===== config.mk =====
export PLATFORM = sky130hd
export DESIGN_NAME = vga_scanout
export DESIGN_NICKNAME = d
export VERILOG_FILES = /design/src/rtl/vga_scanout.sv
export SDC_FILE = /design/constraint.sdc
export NUM_CORES = 1
export LEC_CHECK = 0
export ABC_AREA = 1
export BUFFER_PORTS_ARGS = -buffer_cell sky130_fd_sc_hd__buf_2
export CAP_MARGIN = 20
export CORE_ASPECT_RATIO = 0.9
export CORE_MARGIN = 10
export CORE_UTILIZATION = 55
export DETAILED_ROUTE_END_ITERATION = 12
export PLACE_DENSITY = 0.73
export SETUP_SLACK_MARGIN = 0.2
export SLEW_MARGIN = 20
export SYNTH_ARGS = -nofsm -noshare
export SYNTH_HDL_FRONTEND = slang
export SYNTH_SLANG_ARGS = --single-unit

===== constraint.sdc =====
create_clock -name clk -period 2.5 [get_ports clk]
set_input_delay 0.125 -clock clk [delete_from_list [all_inputs] [get_ports clk]]
set_output_delay 0.125 -clock clk [all_outputs]
set_load 0.05 [all_outputs]

===== src/rtl/vga_scanout.sv =====
// VGA 640x480@60 scan-out: timing counters, frame-buffer addressing, aligned output pipeline.
// Optional 32-pixel checkerboard test pattern compiled in with VGA_TEST_PATTERN_EN.
module vga_scanout #(
   parameter int RD_LAT = 1,
   parameter int H_ACT  = 640,
   parameter int V_ACT  = 480
) (
   input  logic        clk,
   input  logic        reset,
   input  logic        outdata_r,
   input  logic        outdata_g,
   input  logic        outdata_b,
   input  logic        pattern_sel,
   output logic [18:0] vga_addr_2,
   output logic        hsync,
   output logic        vsync,
   output logic        vga_r,
   output logic        vga_g,
   output logic        vga_b,
   output logic        blank_n
);

   localparam logic [9:0] H_VIS  = 10'(H_ACT);
   localparam logic [9:0] H_LAST = 10'(H_ACT + 159);
   localparam logic [9:0] HS_BEG = 10'(H_ACT + 16);
   localparam logic [9:0] HS_END = 10'(H_ACT + 111);
   localparam logic [9:0] V_VIS  = 10'(V_ACT);
   localparam logic [9:0] V_LAST = 10'(V_ACT + 44);
   localparam logic [9:0] VS_BEG = 10'(V_ACT + 10);
   localparam logic [9:0] VS_END = 10'(V_ACT + 11);

   logic [9:0]        h_cnt_q, h_cnt_d;
   logic [9:0]        v_cnt_q, v_cnt_d;
   logic [18:0]       addr_q, addr_d;
   logic [18:0]       addr2_q, addr2_d;
   logic [RD_LAT+1:0] vis_q, vis_d;
   logic [RD_LAT+1:0] hs_q, hs_d;
   logic [RD_LAT+1:0] vs_q, vs_d;
   logic [2:0]        rgb_q, rgb_d;
   logic              vis0, hs0, vs0;
   logic              wrap_h, wrap_v;
   logic [2:0]        rgb_in;

`ifdef VGA_TEST_PATTERN_EN
   logic [RD_LAT:0][2:0] pat_q, pat_d;
   logic [2:0]           pat0;
`else
   logic unused_pattern_sel;
   assign unused_pattern_sel = pattern_sel;
`endif

   always_comb begin
      wrap_h  = (h_cnt_q == H_LAST);
      wrap_v  = wrap_h && (v_cnt_q == V_LAST);
      h_cnt_d = wrap_h ? 10'd0 : h_cnt_q + 10'd1;
      v_cnt_d = v_cnt_q;
      if (wrap_v) begin
         v_cnt_d = 10'd0;
      end else if (wrap_h) begin
         v_cnt_d = v_cnt_q + 10'd1;
      end
      vis0 = (h_cnt_q < H_VIS) && (v_cnt_q < V_VIS);
      hs0  = !((h_cnt_q >= HS_BEG) && (h_cnt_q <= HS_END));
      vs0  = !((v_cnt_q >= VS_BEG) && (v_cnt_q <= VS_END));
      // address counter tracks the next visible pixel; only wraps at frame end
      addr_d = addr_q;
      if (wrap_v) begin
         addr_d = 19'd0;
      end else if (vis0) begin
         addr_d = addr_q + 19'd1;
      end
      addr2_d = vis0 ? addr_q : addr2_q;
      vis_d   = {vis_q[RD_LAT:0], vis0};
      hs_d    = {hs_q[RD_LAT:0], hs0};
      vs_d    = {vs_q[RD_LAT:0], vs0};
      rgb_in  = {outdata_r, outdata_g, outdata_b};
`ifdef VGA_TEST_PATTERN_EN
      pat0  = {h_cnt_q[5], v_cnt_q[5], h_cnt_q[5] ^ v_cnt_q[5]};
      pat_d = {pat_q[RD_LAT-1:0], pat0};
      if (pattern_sel) begin
         rgb_in = pat_q[RD_LAT];
      end
`endif
      // colour register samples the stage that lines up with returning data
      rgb_d = vis_q[RD_LAT] ? rgb_in : 3'b000;
   end

   always_ff @(posedge clk or negedge reset) begin
      if (!reset) begin
         h_cnt_q <= '0;
         v_cnt_q <= '0;
         addr_q  <= '0;
         addr2_q <= '0;
         vis_q   <= '0;
         hs_q    <= '1;
         vs_q    <= '1;
         rgb_q   <= '0;
      end else begin
         h_cnt_q <= h_cnt_d;
         v_cnt_q <= v_cnt_d;
         addr_q  <= addr_d;
         addr2_q <= addr2_d;
         vis_q   <= vis_d;
         hs_q    <= hs_d;
         vs_q    <= vs_d;
         rgb_q   <= rgb_d;
      end
   end

`ifdef VGA_TEST_PATTERN_EN
   always_ff @(posedge clk or negedge reset) begin
      if (!reset) begin
         pat_q <= '0;
      end else begin
         pat_q <= pat_d;
      end
   end
`endif

   assign vga_addr_2 = addr2_q;
   assign hsync      = hs_q[RD_LAT+1];
   assign vsync      = vs_q[RD_LAT+1];
   assign blank_n    = vis_q[RD_LAT+1];
   assign vga_r      = rgb_q[2];
   assign vga_g      = rgb_q[1];
   assign vga_b      = rgb_q[0];

endmodule


==> results of run 1 <==
layout make-up:
type	count	area (sq um)	area share, %
inverter	56	210	5.32
sequential	70	1760	44.6
clock inverter	7	104	2.63
tap	87	109	2.76
multi-input combinational	295	1420	36.0
timing repair buffer	38	223	5.64
clock buffer	9	124	3.14
per-layer routing:
layer / GRT usage (%) / part of all wire (%) / wire (um)
met1: 18.6 / 48 / 3380
met2: 24.4 / 45 / 3150
met3: 6.07 / 6.1 / 430
met4: 4.46 / 0.91 / 64
met5: 0 / 0 / 0
where the power goes:
group / switching, uW / internal [uW] / total [uW]
logic: 34.3 / 11.9 / 46.2
registers: 0.552 / 1130 / 1130
clock network: 461 / 575 / 1040
registers in the layout, indices dropped and copies added, names as in the netlist:
signal      cells
addr_q         19
vga_addr_2     19
h_cnt_q        10
v_cnt_q        10
hs_q            3
rgb_q           3
vis_q           3
vs_q            3
how the worst max path moves through the flow:
stage                          start         end  depth (start not counted)
after detailed placement  v_cnt_q[9]   addr_q[4]                          9
after CTS                 v_cnt_q[9]   addr_q[4]                          9
after global routing      h_cnt_q[7]  addr_q[16]                          7
final                     v_cnt_q[9]   addr_q[4]                          9
after floorplan           v_cnt_q[0]  addr_q[11]                          8
after global placement    v_cnt_q[7]   addr_q[4]                          8
layout by cell type (no fill, tap or decap), drive strengths merged:
cell,n
clkbuf,9
dlygate4sd3,4
a21oi,2
nand2,125
inv,58
nand3,42
clkinv,3
dfstp,6
ha,5
o21ai,25
buf,34
dfrtp,64
nand4,15
xor2,9
o31ai,1
nor2,61
and3,1
bufinv,2
nor3,9
Yosys cell counts, types with 6 or more instances:
library cell	number	area (sq um)
dfrtp_1	64	1600
nand4_1	15	93.8
nand2_2	7	43.8
nor3_1	9	45.0
nor2_1	53	199
nand3_1	38	190
xor2_1	9	78.8
dfstp_2	6	158
nand2_1	118	443
inv_1	52	195
buf_2	6	30.0
o21ai_0	22	110
cell families after synthesis:
family	synth area share, %
compound gates	4.12
xor+xnor	2.28
fa+ha+maj	1.81
buf+inv	8.13
flops	50.8
simple gates	32.8
worst max-delay path, delay by kind of cell (launching register included):
kind	cells	cell delay, ns
AND/OR/NAND/NOR	5	0.65
flip-flops	1	0.42
buffers and inverters	3	0.46
AO/OA/AOI/OAI	1	0.11
stage by stage:
step	instances	power [uW]	hold WS (ns)
final	562	2220	0.315
after global routing	562	2300	0.359
after CTS	562	2240	0.323
after detailed placement	542	1200	0.178
after global placement	542	1200	0.169
after floorplan	431	1170	-0.171
what timing repair did:
action                    4_1_cts  5_1_grt
buffers inserted                0        0
hold buffers                    4        0
hold endpoints to repair       24        0
==> metrics.txt, run 1 <==
Mapped Cells=431; start-to-end type of the worst setup path=register to register; Worst EP required=2.74 ns; number of different library cells in the post-synthesis netlist=24; max-capacitance violation count=0; TritonRoute pass-1 iters=5; latest clock arrival within the worst-skew pair=between 0.3 and 0.4 ns; RR Startpoint=v_cnt_q[9]; worst-case register-to-register setup slack=approximately 0.76 ns; number of setup violations in the final report=0; outcome=finished, final reports clean; post-synthesis async set-or-reset flop share=100%; buffer type at the clock tree root=clkbuf_8; EDFF count, synth=0; DRC violations left=0; setup repair after global routing missed its margin=false; Inserted Clock Buffers=9; synthesis-stage register bit count=70; HPWL after detailed placement=between 4000 and 5000 um; drt wl/cell=between 10 and 15 um; highest attainable clock frequency=approximately 580 MHz; synthesis warning total=0; final layout net count=a little under 500; area enclosed by the die boundary=a little under 10000 sq um; Starting Density=a little under three fifths; sequential element share of the synthesized area=approximately 51%; maximum ir drop on the vdd rail=approximately 390 uV; number of antenna violations at the first check in global routing=0; placement-stage worst setup slack=approximately 0.78 ns; die outline width=104 um; Mapped Nets=approximately 440; DP Area=about 3700 sq um; # resized after CTS=0; number of endpoints with negative hold slack in the final report=0; last weighted congestion value of the routability-driven placer=slightly below 0.9; routed vias/inst=approximately 5.0; total number of H-tree levels=3; routed wire length=about 7000 um; DR vias=2793; Iteration-0 DRC Markers=160; type of the most critical hold path=input port to async pin; actual transition at the worst max-transition pin=0.612 ns; IO buf count=29; ys flop type=dfrtp_1; Sinks on Clock Net=70; total power divided by cell area=561 nW/um^2; site row count=27; clock transition at the register clock pins on the worst setup and hold paths after CTS=around 0.080 ns; share of the clock period used by the worst path=just under 70%; core region area=~6100 sq um; relative slew slack=a little under 60%; cells traversed along the worst timing path=inv_2, nand2_1, inv_1, nand2_1, nand2_2, buf_4, nor2_1, o21ai_1, nor2_1; final number of max-transition violations=0; buffer depth of the longest clock path=2; post-layout instance area=a little under 4000 sq um; number of top-level pins=31; number of antenna-violating nets in the routed design=0; P&R area growth vs syn=14.1%; maximum single-stage delay on the critical path=about 0.42 ns; total overflow reported by the global router=0; sum of negative setup slack=0 ns; FF-to-FF End=addr_q[4]; largest fanout of any net on the critical path=31; core occupancy in the finished layout=64.6%; setup skew after layout=about 0.0067 ns; post-layout worst setup margin=~0.76 ns; number of global-route vias before repair=approximately 2700; syn_area_per_cell=8.03 sq um; startpoint type of the worst setup path=register; global-route usage over all layers=15.2%; Filler Cells Inserted=between 500 and 600; pin count of the biggest net entering global routing=32; Worst Reg2Reg Path Length in Cells=9; total standard cell area after synthesis=approximately 3500 sq um; global-route wire length before repair=12400 um; leakage=roughly 0.0020 uW; type of element capturing the critical path=register; TritonCTS clock tree=done; final critical delay including setup and external delays=around 1.7 ns; layout cells sized above 1=16.4%; antenna fix cells=0; height of the chip=~95 um; Slowest-stage cell, CP=dfrtp_1; Crit path arrival time=approximately 2 ns
No activity file was read; power rests on OpenSTA's default activity.
==> run 2: changes to the inputs <==
--- a/config.mk
+++ b/config.mk
@@ -5,7 +5,7 @@
 export SDC_FILE = /design/constraint.sdc
 export NUM_CORES = 1
 export LEC_CHECK = 0
-export ABC_AREA = 1
+export ABC_AREA = 0
 export BUFFER_PORTS_ARGS = -buffer_cell sky130_fd_sc_hd__buf_2
 export CAP_MARGIN = 20
 export CORE_ASPECT_RATIO = 0.9
==> constraint.sdc (replaced) <==
create_clock -name clk -period 1.81 [get_ports clk]
set_input_delay 0.0905 -clock clk [delete_from_list [all_inputs] [get_ports clk]]
set_output_delay 0.0905 -clock clk [all_outputs]
set_load 0.05 [all_outputs]
==> metrics.txt, run 2 <==
outcome=finished, final reports clean (unchanged); number of endpoints with negative hold slack in the final report=0 (unchanged); die outline width=98.4 um (was 104 um); relative slew slack=68.1% (was 59.2%); antenna fix cells=0 (unchanged); post-synth top area cell=dfrtp_1 (unchanged); cells traversed along the worst timing path=buf_6, o21ai_4, nand3_2, buf_6, or4_1, a21oi_2 (was inv_2, nand2_1, inv_1, nand2_1, nand2_2, buf_4, nor2_1, o21ai_1, nor2_1); core region area=5320 sq um (was 6110 sq um); type of element capturing the critical path=register (unchanged); count of placed standard cells including taps=374 (was 542); post-layout total power=3030 uW (was 2220 uW); Inserted Clock Buffers=9 (unchanged); final number of max-transition violations=0 (unchanged); FF-to-FF End=addr_q[12] (was addr_q[4]); ys flop type=dfrtp_1 (unchanged); most frequent cells in the layout=dfrtp_1 (59), buf_4 (40), buf_2 (30) (was nand2_1 (118), dfrtp_1 (64), nor2_1 (53)); total power divided by cell area=701 nW/um^2 (was 561 nW/um^2); number of antenna-violating nets in the routed design=0 (unchanged); layout cells sized above 1=49.2% (was 16.4%); synthesis-stage register bit count=70 (unchanged); last weighted congestion value of the routability-driven placer=0.833 (was 0.868); P&R area growth vs syn=42.3% (was 14.1%); routed wire length=8070 um (was 7020 um); maximum single-stage delay on the critical path=0.41 ns (was 0.42 ns); count leader, synth=dfrtp_1 (was nand2_1); area fraction of the dominant cell type after synthesis=52.7% (was 46.3%); leakage=0.00190 uW (was 0.00203 uW); family with the most delay on the worst path=simple AND/OR/NAND/NOR gates (unchanged); Iteration-0 DRC Markers=193 (was 160); Worst EP required=2.08 ns (was 2.74 ns); maximum ir drop on the vdd rail=548 uV (was 388 uV); commonest cells in the netlist=dfrtp_1 (64), nand3_1 (18), mux2_2 (17) (was nand2_1 (118), dfrtp_1 (64), nor2_1 (53)); number of different library cells in the post-synthesis netlist=35 (was 24); start-to-end type of the worst setup path=register to register (unchanged); post-layout instance count excluding filler cells=431 (was 562); global-route usage over all layers=16.1% (was 15.2%); setup skew after layout=0.00825 ns (was 0.00669 ns); height of the chip=90.6 um (was 95.3 um); setup repair after global routing missed its margin=true (was false); area enclosed by the die boundary=8910 sq um (was 9870 sq um); Filler Cells Inserted=289 (was 525); commonest non-fill, non-tap cell in the layout=dfrtp_1 (was nand2_1); buffer depth of the longest clock path=2 (unchanged); Mapped Cells=265 (was 431); Worst Reg2Reg Path Length in Cells=6 (was 9); highest attainable clock frequency=572 MHz (was 576 MHz); actual transition at the worst max-transition pin=0.479 ns (was 0.612 ns); latest clock arrival within the worst-skew pair=0.35 ns (about the same); total standard cell area after synthesis=3040 sq um (was 3460 sq um); sequential element share of the synthesized area=57.8% (was 50.8%); syn_area_per_cell=11.5 sq um (was 8.03 sq um); Starting Density=57.2% (was 56.6%); largest fanout of any net on the critical path=5 (was 31); pin count of the biggest net entering global routing=31 (was 32); main area contributors after synthesis=dfrtp_1 (53%), mux2_2 (6.3%), dfstp_2 (5.2%) (was dfrtp_1 (46%), nand2_1 (13%), nor2_1 (5.7%)); number of antenna violations at the first check in global routing=0 (unchanged); HPWL after detailed placement=4270 um (was 4870 um); TritonRoute pass-1 iters=4 (was 5); core occupancy in the finished layout=81.4% (was 64.6%); DRC violations left=0 (unchanged); max-capacitance violation count=0 (unchanged); routed vias/inst=5.84 (was 4.97); final layout net count=370 (was 481); IO buf count=29 (unchanged); type of the most critical hold path=input port to async pin (unchanged); Sinks on Clock Net=70 (unchanged); total number of H-tree levels=3 (unchanged); TritonCTS clock tree=done (unchanged); DR vias=2515 (was 2793); count of buffering cells on the critical path with inverters included=2 (was 3); EDFF count, synth=0 (unchanged); RR Startpoint=h_cnt_q[7] (was v_cnt_q[9]); number of global-route vias before repair=2469 (was 2667); DP Area=3470 sq um (was 3680 sq um); global-route wire length before repair=11700 um (was 12400 um); Mapped Nets=276 (was 442); startpoint type of the worst setup path=register (unchanged); worst slack on hold paths=0.224 ns (was 0.315 ns); most used cell, CP=buf_6; total overflow reported by the global router=0 (unchanged); clock transition at the register clock pins on the worst setup and hold paths after CTS=0.08 ns (about the same); Crit path arrival time=2.02 ns (was 1.98 ns); number of top-level pins=31 (unchanged); Slowest-stage cell, CP=dfrtp_1 (unchanged); final critical delay including setup and external delays=1.75 ns (was 1.74 ns); worst-case register-to-register setup slack=0.06 ns (was 0.76 ns); synthesis warning total=0 (unchanged); post-synthesis async set-or-reset flop share=100% (unchanged); buffer type at the clock tree root=clkbuf_8 (unchanged); share of the clock period used by the worst path=96.6% (was 69.5%); drt wl/cell=18.7 um (was 12.5 um); post-layout instance area=4330 sq um (was 3950 sq um); site row count=25 (was 27); number of setup violations in the final report=0 (unchanged)
## run 2: changes by cell type after synthesis, moves of 6 or more
cell	change
o21ai_0	-12
nor2_1	-39
o31ai_1	+8
nor3_1	-6
nand2_1	-105
nand3_1	-20
xnor2_1	+9
a21oi_1	+12
inv_1	-43
and2_1	+6
mux2_2	+17
nand2_2	-7
or4_1	+10
## run 2: per-stage QoR
step                worst slack, ns  setup TNS, ns
floorplan                     0.122              0
global placement             0.0413              0
detailed placement          -0.0303        -0.0959
CTS                          0.0922              0
global route                0.00114              0
finish                       0.0608              0
## run 2: metal layers
metal  global-route usage, %  routed length (um)
met5                       0                   0
met4                    7.04                 300
met3                    6.35                 587
met2                    25.1                3890
met1                    19.1                3300
## run 2: repair_timing
item	in CTS	in global routing
hold buffers	4	0
resized for setup	18	57
setup buffers	22	9
endpoints found under the hold margin	17	0
setup endpoints to repair	26	42
pin swaps	9	21
cloned	1	5
## run 2: kinds of logic after synthesis
logic type               synth area share (%)
flip-flops                               57.8
buffers and inverters                    2.76
adder cells (fa/ha/maj)                  2.06
multiplexers                             6.62
AND/OR/NAND/NOR                          17.9
XOR/XNOR                                 5.47
AO/OA/AOI/OAI                            7.32
## run 2: final cells by class
| cell class | instances | area [sq um] | area share (%) |
|---|---|---|---|
| flip-flops and latches | 70 | 1770 | 40.8 |
| multi-input cells | 177 | 1470 | 33.9 |
| repair buffers | 92 | 754 | 17.4 |
| clock buffers | 10 | 138 | 3.18 |
| clock inverters | 6 | 85.1 | 1.97 |
| well taps | 67 | 83.8 | 1.94 |
| inverters | 9 | 33.8 | 0.781 |
## run 2: worst max path at each step
stage	from	endpoint	slack (ns)	cells after the start
after floorplan	addr_q[5]	addr_q[14]	0.12	5
after global placement	addr_q[8]	addr_q[12]	0.04	4
after detailed placement	addr_q[6]	addr_q[18]	-0.03	4
after CTS	addr_q[6]	addr_q[12]	0.09	4
after global routing	addr_q[5]	addr_q[13]	0.001	6
final	h_cnt_q[7]	addr_q[12]	0.06	6
## run 2: power by group
| part | total, uW | switching [uW] | internal (uW) |
|---|---|---|---|
| Clock | 1400 | 594 | 808 |
| Combinational | 65.4 | 47.0 | 18.4 |
| Sequential | 1570 | 0.569 | 1570 |
| Total | 3030 | 641 | 2390 |
